<file path="config.mk">
export PLATFORM = sky130hd
export DESIGN_NAME = wb_byte_master
export DESIGN_NICKNAME = d
export VERILOG_FILES = /design/src/rtl/wb_byte_master.sv
export SDC_FILE = /design/constraint.sdc
export NUM_CORES = 1
export LEC_CHECK = 0
export CAP_MARGIN = 20
export CORE_ASPECT_RATIO = 1.4
export CORE_UTILIZATION = 50
export CTS_BUF_LIST = sky130_fd_sc_hd__clkbuf_8
export DETAILED_ROUTE_END_ITERATION = 10
export MAX_ROUTING_LAYER = met4
export PLACE_DENSITY = 0.91
export SYNTH_ARGS = -nofsm -noshare
export SYNTH_HDL_FRONTEND = slang
export SYNTH_SLANG_ARGS = --single-unit
</file>
<file path="constraint.sdc">
create_clock -name wb_clk_i -period 2.7 [get_ports wb_clk_i]
set_clock_uncertainty 0.15 [all_clocks]
set_input_delay 0.54 -clock wb_clk_i [delete_from_list [all_inputs] [get_ports wb_clk_i]]
set_output_delay 0.54 -clock wb_clk_i [all_outputs]
set_load 0.05 [all_outputs]
</file>
<file path="src/rtl/wb_byte_master.sv">
// rtl/wb_byte_master.sv - byte-stream command frames to Wishbone B3 classic single read/write accesses
// Optional bus-cycle timeout with 'T' response: define WB_BYTE_MASTER_TIMEOUT_EN.
module wb_byte_master #(
    parameter int         TIMEOUT_CYCLES = 1024,
    parameter logic [7:0] CMD_WRITE      = 8'h57,
    parameter logic [7:0] CMD_READ       = 8'h52
) (
    input  logic        wb_clk_i,
    input  logic        wb_rst_n_i,
    input  logic [7:0]  rx_data_i,
    input  logic        rx_valid_i,
    output logic        rx_ready_o,
    output logic [7:0]  tx_data_o,
    output logic        tx_valid_o,
    input  logic        tx_ready_i,
    output logic [31:0] wb_adr_o,
    output logic [31:0] wb_dat_o,
    output logic [3:0]  wb_sel_o,
    output logic        wb_we_o,
    output logic        wb_cyc_o,
    output logic        wb_stb_o,
    output logic [2:0]  wb_cti_o,
    output logic [1:0]  wb_bte_o,
    input  logic [31:0] wb_dat_i,
    input  logic        wb_ack_i,
    input  logic        wb_err_i,
    input  logic        wb_rty_i
);
    localparam logic [7:0] RESP_OK  = 8'h4B;
    localparam logic [7:0] RESP_ERR = 8'h45;
    localparam logic [7:0] RESP_TMO = 8'h54;

    typedef enum logic [2:0] {
        S_IDLE,
        S_ADDR,
        S_WDATA,
        S_BUS,
        S_RESP
    } state_t;

    state_t      state_q, state_d;
    logic [1:0]  cnt_q;
    logic [31:0] adr_q;
    logic [31:0] dat_q;
    logic [31:0] rd_q;
    logic        we_q;
    logic        cyc_q;
    logic        tx_valid_q;
    logic [7:0]  tx_data_q;
    logic [2:0]  resp_left_q;

    logic rx_fire;
    logic tx_fire;
    logic term;
    logic abort;
    logic field_end;
    logic is_cmd;

    assign rx_ready_o = (state_q == S_IDLE) || (state_q == S_ADDR) || (state_q == S_WDATA);
    assign rx_fire    = rx_valid_i & rx_ready_o;
    assign tx_fire    = tx_valid_q & tx_ready_i;
    assign term       = cyc_q & (wb_ack_i | wb_err_i | wb_rty_i);
    assign field_end  = rx_fire & (cnt_q == 2'd3);
    assign is_cmd     = (rx_data_i == CMD_WRITE) || (rx_data_i == CMD_READ);

`ifdef WB_BYTE_MASTER_TIMEOUT_EN
    localparam int TW = $clog2(TIMEOUT_CYCLES) + 1;
    logic [TW-1:0] to_cnt_q;

    // Counts cycles with cyc high; cleared whenever the bus phase is not active.
    always_ff @(posedge wb_clk_i) begin
        if (!wb_rst_n_i || state_q != S_BUS) begin
            to_cnt_q <= '0;
        end else if (cyc_q) begin
            to_cnt_q <= to_cnt_q + 1'b1;
        end
    end

    assign abort = cyc_q & ~term & (to_cnt_q == TW'(TIMEOUT_CYCLES - 1));
`else
    logic unused_timeout;
    assign unused_timeout = |TIMEOUT_CYCLES;
    assign abort          = 1'b0;
`endif

    always_ff @(posedge wb_clk_i) begin
        if (!wb_rst_n_i) begin
            state_q <= S_IDLE;
        end else begin
            state_q <= state_d;
        end
    end

    always_comb begin
        state_d = state_q;
        case (state_q)
            S_IDLE:  if (rx_fire && is_cmd) state_d = S_ADDR;
            S_ADDR:  if (field_end) state_d = we_q ? S_WDATA : S_BUS;
            S_WDATA: if (field_end) state_d = S_BUS;
            S_BUS:   if (term || abort) state_d = S_RESP;
            S_RESP:  if (tx_fire && resp_left_q == 3'd0) state_d = S_IDLE;
            default: state_d = S_IDLE;
        endcase
    end

    always_ff @(posedge wb_clk_i) begin
        if (!wb_rst_n_i) begin
            cnt_q       <= 2'd0;
            adr_q       <= '0;
            dat_q       <= '0;
            rd_q        <= '0;
            we_q        <= 1'b0;
            cyc_q       <= 1'b0;
            tx_valid_q  <= 1'b0;
            tx_data_q   <= 8'h00;
            resp_left_q <= 3'd0;
        end else begin
            case (state_q)
                S_IDLE: begin
                    if (rx_fire && is_cmd) begin
                        we_q  <= (rx_data_i == CMD_WRITE);
                        cnt_q <= 2'd0;
                    end
                end
                S_ADDR: begin
                    if (rx_fire) begin
                        adr_q <= {adr_q[23:0], rx_data_i};
                        cnt_q <= cnt_q + 2'd1;
                        if (field_end && !we_q) cyc_q <= 1'b1;
                    end
                end
                S_WDATA: begin
                    if (rx_fire) begin
                        dat_q <= {dat_q[23:0], rx_data_i};
                        cnt_q <= cnt_q + 2'd1;
                        if (field_end) cyc_q <= 1'b1;
                    end
                end
                S_BUS: begin
                    // err outranks rty, which outranks ack; only a clean read ack returns data
                    if (term) begin
                        cyc_q      <= 1'b0;
                        tx_valid_q <= 1'b1;
                        if (wb_err_i || wb_rty_i) begin
                            tx_data_q   <= RESP_ERR;
                            resp_left_q <= 3'd0;
                        end else begin
                            tx_data_q   <= RESP_OK;
                            resp_left_q <= we_q ? 3'd0 : 3'd4;
                            if (!we_q) rd_q <= wb_dat_i;
                        end
                    end else if (abort) begin
                        cyc_q       <= 1'b0;
                        tx_valid_q  <= 1'b1;
                        tx_data_q   <= RESP_TMO;
                        resp_left_q <= 3'd0;
                    end
                end
                S_RESP: begin
                    if (tx_fire) begin
                        if (resp_left_q != 3'd0) begin
                            tx_data_q   <= rd_q[31:24];
                            rd_q        <= {rd_q[23:0], 8'h00};
                            resp_left_q <= resp_left_q - 3'd1;
                        end else begin
                            tx_valid_q <= 1'b0;
                        end
                    end
                end
                default: begin
                    cyc_q <= 1'b0;
                end
            endcase
        end
    end

    assign tx_data_o  = tx_data_q;
    assign tx_valid_o = tx_valid_q;
    assign wb_adr_o   = adr_q;
    assign wb_dat_o   = dat_q;
    assign wb_sel_o   = 4'hF;
    assign wb_we_o    = we_q;
    assign wb_cyc_o   = cyc_q;
    assign wb_stb_o   = cyc_q;
    assign wb_cti_o   = 3'b000;
    assign wb_bte_o   = 2'b00;

endmodule
</file>
==> flow_summary_export.csv <==
group,metric,value,unit
worst_setup_path,endpoint_kind,"output port",
worst_setup_path,worst_path_largest_cell_delay,880,ps
final_layout,drive_gt1_share,7.66,%
route,ant_nets,0,
route,routed_wl,11.9,mm
yosys,ys_async_sr_fraction,0,%
worst_setup_path,path_cells,"clkdlybuf4s50_1",
floorplan,core-area,9130,um^2
pwr,power.density,522,nW/um^2
route,routed-via-count,4436,
yosys,synthDistinctLibCells,46,
floorplan,initial_core_util,52.1,%
timing,finalMaxSlewViolations,0,
worst_setup_path,cp_top_family,"buffers and inverters",
yosys,synth.ff_latch_count,115,
yosys,syn_avg_cell_area,8.39,um^2
timing,final_hold_viol_count,0,
final_layout,stdcell_area,6430,um^2
clock_tree,htreeDepth,4,
route,dr_wl_met3,716,um
clock_tree,cts_resized,0,
place,globalplace.congestion,0.849,
place,post_dp_cell_area,6050,um^2
final_layout,area_growth,35.0,%
pwr,p_total,3.36,mW
route,post-route-drc-count,15,
route,top_layer,"met4",
place,dp_slack,255,ps
hold_path,holdPathStages,2,
pwr,seq_power_share,50.6,%
pwr,intPower,2.60,mW
worst_setup_path,reg2regPathDepth,6,
clock_tree,cts_tree,"yes",
clock_tree,cts_hold_buffers,0,
global_route,antenna_found_initial,0,
floorplan,die_w,84.5,um
pwr,leakage,2.64,nW
final_layout,n_fill_cell,714,
route,initialDrtViolationCount,237,
worst_setup_path,r2r-start,"state_q[2]",
pwr,irDropWorstVdd,0.284,mV
worst_setup_path,crit_path_start_kind,"flip-flop",
run,max_cap_violations,0,
final_layout,antenna_cells,0,
global_route,gr-total-overflow,0,
pwr,comb_power_share,4.9,%
route,drtPass1Iterations,10,
global_route,grt_pass1_wl,19.3,mm
worst_setup_path,critPathMaxFanout,6,
timing,fin_tns_setup,0,ps
floorplan,die_h,117,um
timing,rsz0062_at_grt,"no",
hold_path,min_path_type,"reg -> reg",
yosys,netlist.area_leader.share,48.4,%
final_layout,final_util,70.4,%
place,dp_hpwl,8.39,mm
yosys,synth_top_area_cell,"dfxtp_1",
worst_setup_path,crit_arrival,1760,ps
floorplan,num_rows,41,
yosys,synthTopCellsByArea,"dfxtp_1 48%, nand2_1 11%, a21oi_1 8.6%",
yosys,seq_area_frac_synth,48.4,%
route,drt-wirelength-per-cell,14.9,um
timing,postLayoutSetupSlackWorst,251,ps
worst_setup_path,r2r_end,"tx_data_o[3]",
timing,maxSlewHeadroom,63.9,%
worst_setup_path,ff2ff_setup_slack,340,ps
clock_tree,cts_setup_buffers,0,
worst_setup_path,worst-path-buf-inv,1,
route,viasPerCell,5.55,
global_route,grt_max_degree,80,
route,routed-wl-met2,6.23,mm
run_status,status,"complete, but fails checks",
yosys,ys.flop_type,"dfxtp_1",
pwr,p_switching,762,uW
worst_setup_path,worstSetupPathType,"reg -> out",
yosys,syn_area,4760,um^2
pwr,netSwitchingFraction,22.7,%
route,wl_met1,4.79,mm
place,numPortBuffers,123,
yosys,synth_edf_count,0,
pwr,pwr-share-clk,44.5,%
yosys,yosys_warnings,0,
clock_tree,path_clk_slew,60,ps
clock_tree,cts_root_buf,"clkbuf_8",
clock_tree,numCtsBuffers,17,
hold_path,hold_start,"wb_dat_o[27]",
timing,finalSetupViolCount,0,
clock_tree,clock_sink_count,115,
floorplan,dieArea,9920,um^2
timing,tightest_slew,537,ps
clock_tree,cts_buffer_depth,2,
final_layout,fin_nets,730,
run_status,violations,"design-rule violations",
worst_setup_path,slowest_stage,"clkdlybuf4s50_1",
floorplan,ios,133,
clock_tree,clk_latency,420,ps
timing,period_share,90.7,%
timing,max_freq,408,MHz
hold_path,min_to,"wb_dat_o[27]",
worst_setup_path,worstPathRequired,2010,ps
global_route,track_usage,24.9,%
yosys,synth_cells,567,
global_route,grt_pass1_vias,4281,
timing,min_period,2450,ps
[layout make-up]
| class | count | area, um^2 | share of cell area [%] |
|---|---|---|---|
| tap | 107 | 134 | 2.08 |
| clock buffer | 18 | 248 | 3.86 |
| multi-input combinational | 400 | 2210 | 34.4 |
| timing repair buffer | 141 | 1390 | 21.7 |
| sequential | 115 | 2300 | 35.8 |
| inverter | 5 | 18.8 | 0.292 |
| clock inverter | 13 | 121 | 1.89 |
[logic make-up after synthesis]
logic type      after synthesis  synth area share (%)
simple gates                208                  19.0
compound gates              151                  19.8
flops                       115                  48.4
buf+inv                      59                  5.89
mux                          27                  5.68
fa+ha+maj                     3                 0.789
other cells                   2                 0.158
xor+xnor                      2                 0.368
[cells in the mapped netlist (3+ instances only)]
cell type    n
o211a_1     23
dfxtp_1    115
buf_2        3
nor2_1      11
nand2b_1     3
buf_4       12
a21oi_1     82
o21ai_0     31
nand3_1     22
or3_1        3
a311oi_1     4
inv_1        4
mux2i_1     27
nor2b_1      4
clkbuf_1    35
nor3_1       7
nand2_1    141
ha_1         3
and2_1       4
[sequential cells by signal, indices dropped and copies added, names as in the netlist, 2 cells and up]
| register | count |
|---|---|
| resp_left_q | 3 |
| cnt_q | 2 |
| rd_q | 32 |
| tx_data_o | 8 |
| wb_adr_o | 32 |
| wb_dat_o | 32 |
| state_q | 3 |
[through the flow]
step                      hold WS (ps)  cells
final                              303    799
after global routing               317    799
after detailed placement           296    768
after floorplan                    282    574
after global placement             288    768
after CTS                          306    799
[worst max path at each step]
stage / from / endpoint / slack (ps) / cells after the start
final: wb_we_o / wb_we_o / 250 / 1
after global routing: wb_we_o / wb_we_o / 210 / 1
after CTS: state_q[0] / rx_ready_o / 20 / 2
after detailed placement: wb_rty_i / state_q[0] / 250 / 6
after global placement: wb_rty_i / state_q[0] / 370 / 6
after floorplan: state_q[1] / rx_ready_o / 610 / 3
[power by group through the flow]
stage                     sequential, mW  clock [mW]  combinational (mW)
final                               1.70        1.49               0.166
after global routing                1.70        1.61               0.175
after CTS                           1.70        1.52               0.166
after detailed placement            1.74           0               0.165
after global placement              1.74           0               0.163
after floorplan                     1.74           0              0.0818
[metal layers]
metal  up-vias  global-route usage (%)
met3        20                    5.91
met2       175                    44.4
met4         0                    9.32
li1       2162                       -
met5         -                       -
met1      2079                    26.5
[cells in the final DEF (no fill, tap or decap), types with 2 or more instances in the layout]
master / Yosys / final
or3_1: 3 / 3
buf_4: 12 / 16
conb_1: 2 / 9
nor3b_1: 2 / 2
o211a_1: 23 / 23
clkbuf_8: 0 / 18
o21a_1: 2 / 2
dfxtp_1: 115 / 115
nor2b_1: 4 / 4
nor3_1: 7 / 6
and3_1: 2 / 2
a21oi_1: 82 / 82
clkinv_4: 0 / 2
nor2_1: 11 / 11
nand2_1: 141 / 141
and2_1: 4 / 4
ha_1: 3 / 3
mux2i_1: 27 / 27
inv_1: 4 / 7
nand2b_1: 3 / 3
clkdlybuf4s50_1: 0 / 122
bufinv_16: 0 / 2
clkinv_2: 0 / 5
a221oi_1: 2 / 2
nand3_1: 22 / 22
o21ai_0: 31 / 31
buf_12: 0 / 2
a311oi_1: 4 / 4
Note: power is estimated with default switching activity, not from simulation.
